[src/rtl/shift_pkg.sv]
`default_nettype none
// +-----------------------------------------------------------------+
// | shift_pkg: shared types and constants for the shift arbiter      |
// | Rev 1.0                                                          |
// +-----------------------------------------------------------------+
package shift_pkg;

  localparam int WIDTH = 16;
  localparam int AMT_W = 4;

  typedef enum logic [1:0] {
    OP_SLL  = 2'b00,
    OP_SRA  = 2'b01,
    OP_ROR  = 2'b10,
    OP_PASS = 2'b11
  } op_e;

  typedef enum logic [1:0] {
    IDLE = 2'b00,
    EXEC = 2'b01,
    ROR2 = 2'b10,
    DONE = 2'b11
  } state_e;

endpackage
`default_nettype wire

[src/rtl/shifter.sv]
`default_nettype none
// +-----------------------------------------------------------------+
// | shifter: combinational barrel shifter, mode 0 = SLL, 1 = SRA     |
// | Rev 1.0                                                          |
// +-----------------------------------------------------------------+
module shifter #(
  parameter int WIDTH = 16,
  parameter int AMT_W = 4
) (
  input  logic [WIDTH-1:0] data_in,
  input  logic [AMT_W-1:0] amt,
  input  logic             mode,
  output logic [WIDTH-1:0] data_out
);

  always_comb begin
    data_out = data_in << amt;
    if (mode) begin
      data_out = $signed(data_in) >>> amt;
    end
  end

endmodule
`default_nettype wire

[src/rtl/shift_arbiter.sv]
`default_nettype none
// +-----------------------------------------------------------------+
// | shift_arbiter: round-robin share of one shifter, adds ROR        |
// | Rev 1.0                                                          |
// +-----------------------------------------------------------------+
module shift_arbiter
  import shift_pkg::*;
#(
  parameter int WIDTH = 16,
  parameter int AMT_W = 4
) (
  input  logic             clk,
  input  logic             rst_n,
  input  logic             req0_valid,
  output logic             req0_ready,
  input  logic [1:0]       req0_op,
  input  logic [WIDTH-1:0] req0_data,
  input  logic [AMT_W-1:0] req0_amt,
  input  logic             req1_valid,
  output logic             req1_ready,
  input  logic [1:0]       req1_op,
  input  logic [WIDTH-1:0] req1_data,
  input  logic [AMT_W-1:0] req1_amt,
  output logic             resp_valid,
  input  logic             resp_ready,
  output logic             resp_id,
  output logic [WIDTH-1:0] resp_data
);

  state_e           state_q, state_d;
  logic             rr_ptr_q, rr_ptr_d;
  op_e              op_q, op_d;
  logic [WIDTH-1:0] data_q, data_d;
  logic [AMT_W-1:0] amt_q, amt_d;
  logic             id_q, id_d;
  logic [WIDTH-1:0] tmp_q, tmp_d;
  logic [WIDTH-1:0] resp_data_q, resp_data_d;
  logic             resp_id_q, resp_id_d;

  logic             grant_id;
  logic             sh_mode;
  logic [AMT_W-1:0] sh_amt;
  logic [WIDTH-1:0] sh_out;

  // Shifter is fed only from latched operands, never from request ports.
  shifter #(
    .WIDTH(WIDTH),
    .AMT_W(AMT_W)
  ) u_shifter (
    .data_in (data_q),
    .amt     (sh_amt),
    .mode    (sh_mode),
    .data_out(sh_out)
  );

  always_comb begin
    state_d     = state_q;
    rr_ptr_d    = rr_ptr_q;
    op_d        = op_q;
    data_d      = data_q;
    amt_d       = amt_q;
    id_d        = id_q;
    tmp_d       = tmp_q;
    resp_data_d = resp_data_q;
    resp_id_d   = resp_id_q;
    req0_ready  = 1'b0;
    req1_ready  = 1'b0;
    grant_id    = 1'b0;
    sh_mode     = 1'b0;
    sh_amt      = amt_q;

    case (state_q)
      IDLE: begin
        if (req0_valid || req1_valid) begin
          grant_id   = (req0_valid && req1_valid) ? rr_ptr_q : req1_valid;
          req0_ready = ~grant_id;
          req1_ready = grant_id;
          op_d       = grant_id ? op_e'(req1_op) : op_e'(req0_op);
          data_d     = grant_id ? req1_data : req0_data;
          amt_d      = grant_id ? req1_amt : req0_amt;
          id_d       = grant_id;
          rr_ptr_d   = ~grant_id;
          state_d    = EXEC;
        end
      end

      EXEC: begin
        case (op_q)
          OP_SLL:  sh_mode = 1'b0;
          OP_SRA:  sh_mode = 1'b1;
          OP_PASS: sh_amt  = '0;
          // First ROR pass: left shift by (WIDTH - amt) mod WIDTH via 4-bit wrap.
          OP_ROR:  sh_amt  = -amt_q;
          default: sh_mode = 1'b0;
        endcase
        if (op_q == OP_ROR) begin
          tmp_d   = sh_out;
          state_d = ROR2;
        end else begin
          resp_data_d = sh_out;
          resp_id_d   = id_q;
          state_d     = DONE;
        end
      end

      ROR2: begin
        // Mask off the sign fill so only the logically shifted bits remain.
        sh_mode     = 1'b1;
        resp_data_d = (sh_out & ({WIDTH{1'b1}} >> amt_q)) | tmp_q;
        resp_id_d   = id_q;
        state_d     = DONE;
      end

      DONE: begin
        if (resp_ready) begin
          state_d = IDLE;
        end
      end

      default: state_d = IDLE;
    endcase
  end

  always_ff @(posedge clk) begin
    if (!rst_n) begin
      state_q     <= IDLE;
      rr_ptr_q    <= 1'b0;
      op_q        <= OP_SLL;
      data_q      <= '0;
      amt_q       <= '0;
      id_q        <= 1'b0;
      tmp_q       <= '0;
      resp_data_q <= '0;
      resp_id_q   <= 1'b0;
    end else begin
      state_q     <= state_d;
      rr_ptr_q    <= rr_ptr_d;
      op_q        <= op_d;
      data_q      <= data_d;
      amt_q       <= amt_d;
      id_q        <= id_d;
      tmp_q       <= tmp_d;
      resp_data_q <= resp_data_d;
      resp_id_q   <= resp_id_d;
    end
  end

  assign resp_valid = (state_q == DONE);
  assign resp_data  = resp_data_q;
  assign resp_id    = resp_id_q;

endmodule
`default_nettype wire

[config.mk]
export PLATFORM = sky130hd
export DESIGN_NAME = shift_arbiter
export DESIGN_NICKNAME = d
export VERILOG_FILES = /design/src/rtl/shift_pkg.sv /design/src/rtl/shifter.sv /design/src/rtl/shift_arbiter.sv
export SDC_FILE = /design/constraint.sdc
export NUM_CORES = 1
export LEC_CHECK = 0
export BUFFER_PORTS_ARGS = -buffer_cell sky130_fd_sc_hd__buf_2
export CAP_MARGIN = 20
export CORE_MARGIN = 5
export CORE_UTILIZATION = 58
export DETAILED_ROUTE_END_ITERATION = 8
export PLACE_DENSITY = 0.92
export SYNTH_ARGS = -nofsm -noshare
export SYNTH_HDL_FRONTEND = slang
export SYNTH_SLANG_ARGS = --single-unit
[constraint.sdc]
create_clock -name clk -period 3.7 [get_ports clk]
set_input_delay 0.555 -clock clk [delete_from_list [all_inputs] [get_ports clk]]
set_output_delay 0.555 -clock clk [all_outputs]
set_load 0.01 [all_outputs]
==> key figures <==
Status
  – Status: finished clean

Timing
  – Fin Setup TNS: 0 ns
  – Worst Skew: between 0.015 and 0.02 ns
  – Max frequency: approximately 310 MHz
  – Worst-margin pin slew: 0.917 ns
  – RSZ-0062 raised after global routing: false
  – Slew headroom: 38.8%
  – Final Hold Fails: 0
  – Crit share post-route: 87.1%
  – Final slew viol count: 0
  – Fin crit period: around 3.2 ns
  – Final setup vio count: 0

Logic synthesis
  – Most common cell in the synthesized netlist: dfxtp_1
  – Yosys warns: 0
  – Post-synth cell types: a little under 80
  – Post-synth EDFFs: 0
  – Top post-synthesis cells by area: dfxtp_1 (25%), a21oi_1 (6.1%), nand2_1 (4.1%)
  – Cell Area, Synth: between 4000 and 5000 um^2
  – Commonest cells in the netlist: dfxtp_1 (59), a21oi_1 (57), nand2_1 (51)
  – Sequential area share after synthesis: approximately 25%
  – Post-Syn Instances: 580
  – Syn avg cell area: 8.03 um^2
  – Primary FF master, synth: dfxtp_1
  – Post-synth top area share: between 20 and 30%
  – Post-synthesis register bit count: 59
  – Mapped Nets: roughly 640
  – Ys async rst share: 0%
  – Post-synth top area cell: dfxtp_1

Die
  – Die height: between 90 and 100 um
  – Starting Density: 60.0%
  – Die area: ~9900 um^2
  – Cell row count: 32
  – Die span in x: ~100 um
  – Ports: between 60 and 70
  – Core area: 7770 um^2

Clock network
  – H-tree depth: 3
  – Hold buffer count at CTS: 0
  – Clock tree from TritonCTS: yes
  – Num CTS Buffers: 9
  – Num Clock Sinks: 59
  – Clock latency on the worst-skew pair: between 0.3 and 0.4 ns
  – Clk buf depth: 2
  – CTS root buf: clkbuf_8
  – Total of cells resized after clock tree synthesis: 0
  – CTS clock-pin slew for the worst setup and hold paths: about 0.080 ns
  – Postcts setup bufs: 0

Power and ir drop
  – Clock power frac: about 16%
  – Comb power frac: just under 60%
  – Pwr Total: between 4 and 5 mW
  – Psw: 2.08 mW
  – PwrDens: approximately 820 nW/um^2
  – Lkg Pwr: roughly 2.1 nW
  – Worst IR Drop VDD: just over 0.4 mV
  – Internal power: around 2.2 mW
  – Reg power frac: ~25%
  – Sw Share: between 40 and 50%

Routing
  – Vias: 5149
  – Post-route DRC: 0
  – DR WL/cell: a little over 20 um
  – Initial DRC Count: 801
  – ANT nets after route: 0
  – DR pass1 iterations: 7
  – Final WL: ~15000 um
  – Via density per instance: 7.14

Worst setup path
  – Crit path capture type: flip-flop
  – CP Class: reg2reg
  – Crit path DAT: about 3.4 ns
  – Crit start category: flip-flop
  – Worst path required time: 3.91 ns
  – Critical path peak fanout: 15

Global routing
  – Met2 Use GR: 48.1%
  – Initial antenna violation count: 0
  – First-pass GRT wire length: between 20000 and 25000 um
  – Met1 usage: about two fifths
  – Largest net degree at the start of global routing: 64
  – Total global-route track usage: 30.2%
  – Vias in the first global route: 4862
  – Gr busiest metal: met2
  – Global route overflow: 0
  – GRT met3 Usage: slightly below 8%

Placement
  – Port Buffers: around 70
  – Dpl cells: 705
  – Placed wire-length estimate: about 10000 um
  – RePlAce Congestion: 1.03

Cells and area
  – Storage cell area: 1180 um^2
  – Final std cells w/o fill: 721
  – Antenna cells: 0
  – Final core occ: about two thirds
  – Filler cells: 644
  – Multi-input logic area: just over 3000 um^2
  – Layout cells sized above 1: 21.8%
  – Area Overhead vs Synth: 10.9%
  – Final nets: 671

Flow run
  – Max Cap Viol: 0

Min path
  – Hold Path Class: in2reg
==> power by group through the flow <==
| stage | sequential, mW | combinational [mW] | clock, mW |
|---|---|---|---|
| floorplan | 0.950 | 1.91 | 0 |
| global placement | 1.06 | 2.35 | 0 |
| detailed placement | 1.06 | 2.40 | 0 |
| CTS | 1.05 | 2.43 | 0.690 |
| global route | 1.09 | 2.69 | 0.726 |
| finish | 1.07 | 2.49 | 0.690 |
==> critical path, cell delays in order, from the launching register on <==
cell and delay [ns]:
dfxtp_1 0.54, inv_1 0.11, ha_1 0.23, ha_1 0.29
and4b_1 0.26, a21o_1 0.42, buf_4 0.30, a211oi_1 0.08
a221oi_2 0.34, nor2_1 0.08, a211oi_1 0.31, a21oi_1 0.12
==> stage by stage <==
stage / hold WS [ns] / setup WS, ns / area [um^2]
4_1_cts: 0.472 / 0.548 / 5170
5_1_grt: 0.485 / 0.294 / 5170
3_3_place_gp: 0.454 / 0.689 / 4940
6_report: 0.465 / 0.476 / 5170
2_1_floorplan: 0.441 / 0.981 / 4660
3_5_place_dp: 0.468 / 0.585 / 4940
==> logic make-up after synthesis <==
group / Yosys count / share of synthesized area, %
DFF: 59 / 25.4
AOI/OAI and AO/OA: 216 / 33.6
adders and majority gates: 8 / 2.15
muxes: 28 / 8.00
xor gates and xnor gates: 1 / 0.188
and+or+nand+nor: 195 / 23.0
buffers and inverters: 73 / 7.71
==> area by class of cell <==
type / instances / share of cell area [%]
tap: 102 / 2.47
clock inverter: 4 / 1.40
clock buffer: 12 / 3.00
inverter: 10 / 0.726
sequential: 59 / 22.9
multi-input combinational: 448 / 60.3
timing repair buffer: 86 / 9.20
==> worst paths after layout <==
path | startpoint | end | slack (ns) | depth (start not counted)
max | amt_q[1]$_SDFFE_PN0P_ | tmp_q[0]$_SDFFE_PN0P_ | 0.48 | 11
min | req0_data[10] | data_q[10]$_SDFFE_PN0P_ | 0.47 | 3
max reg2reg | amt_q[1]$_SDFFE_PN0P_ | tmp_q[0]$_SDFFE_PN0P_ | 0.48 | 11
min reg2reg | id_q$_SDFFE_PN0P_ | resp_id$_SDFFE_PN0P_ | 0.47 | 2
==> sequential cells by signal, summed over array words and instances, names as in the netlist <==
signal and cells:
amt_q 4, data_q 16, id_q 1, op_q 2, resp_data 16, resp_id 1
rr_ptr_q 1, state_q 2, tmp_q 16
==> layer usage <==
| layer | vias up | routed length (um) |
|---|---|---|
| li1 | 2306 | - |
| met4 | 0 | 575 |
| met5 | - | 0 |
| met2 | 371 | 6740 |
| met1 | 2404 | 5900 |
| met3 | 68 | 1650 |
==> layout by cell type, fill, tap and decap left out, drive strengths merged, types with 4 or more instances in the layout <==
cell type,n
inv,10
a211o,4
nand2,53
mux2i,17
nor2b,21
o211a,8
mux4,7
nor2,30
and2,5
dfxtp,59
a211oi,16
and3,17
mux2,4
nand4,11
o21ai,39
nor4,5
a21boi,5
o31ai,8
nand3,26
a21oi,58
o211ai,16
a222oi,15
clkbuf,12
a21o,4
a221oi,8
a31oi,5
nor3,10
ha,8
buf,86
a2111oi,4
(Power assumes the default switching activity.)
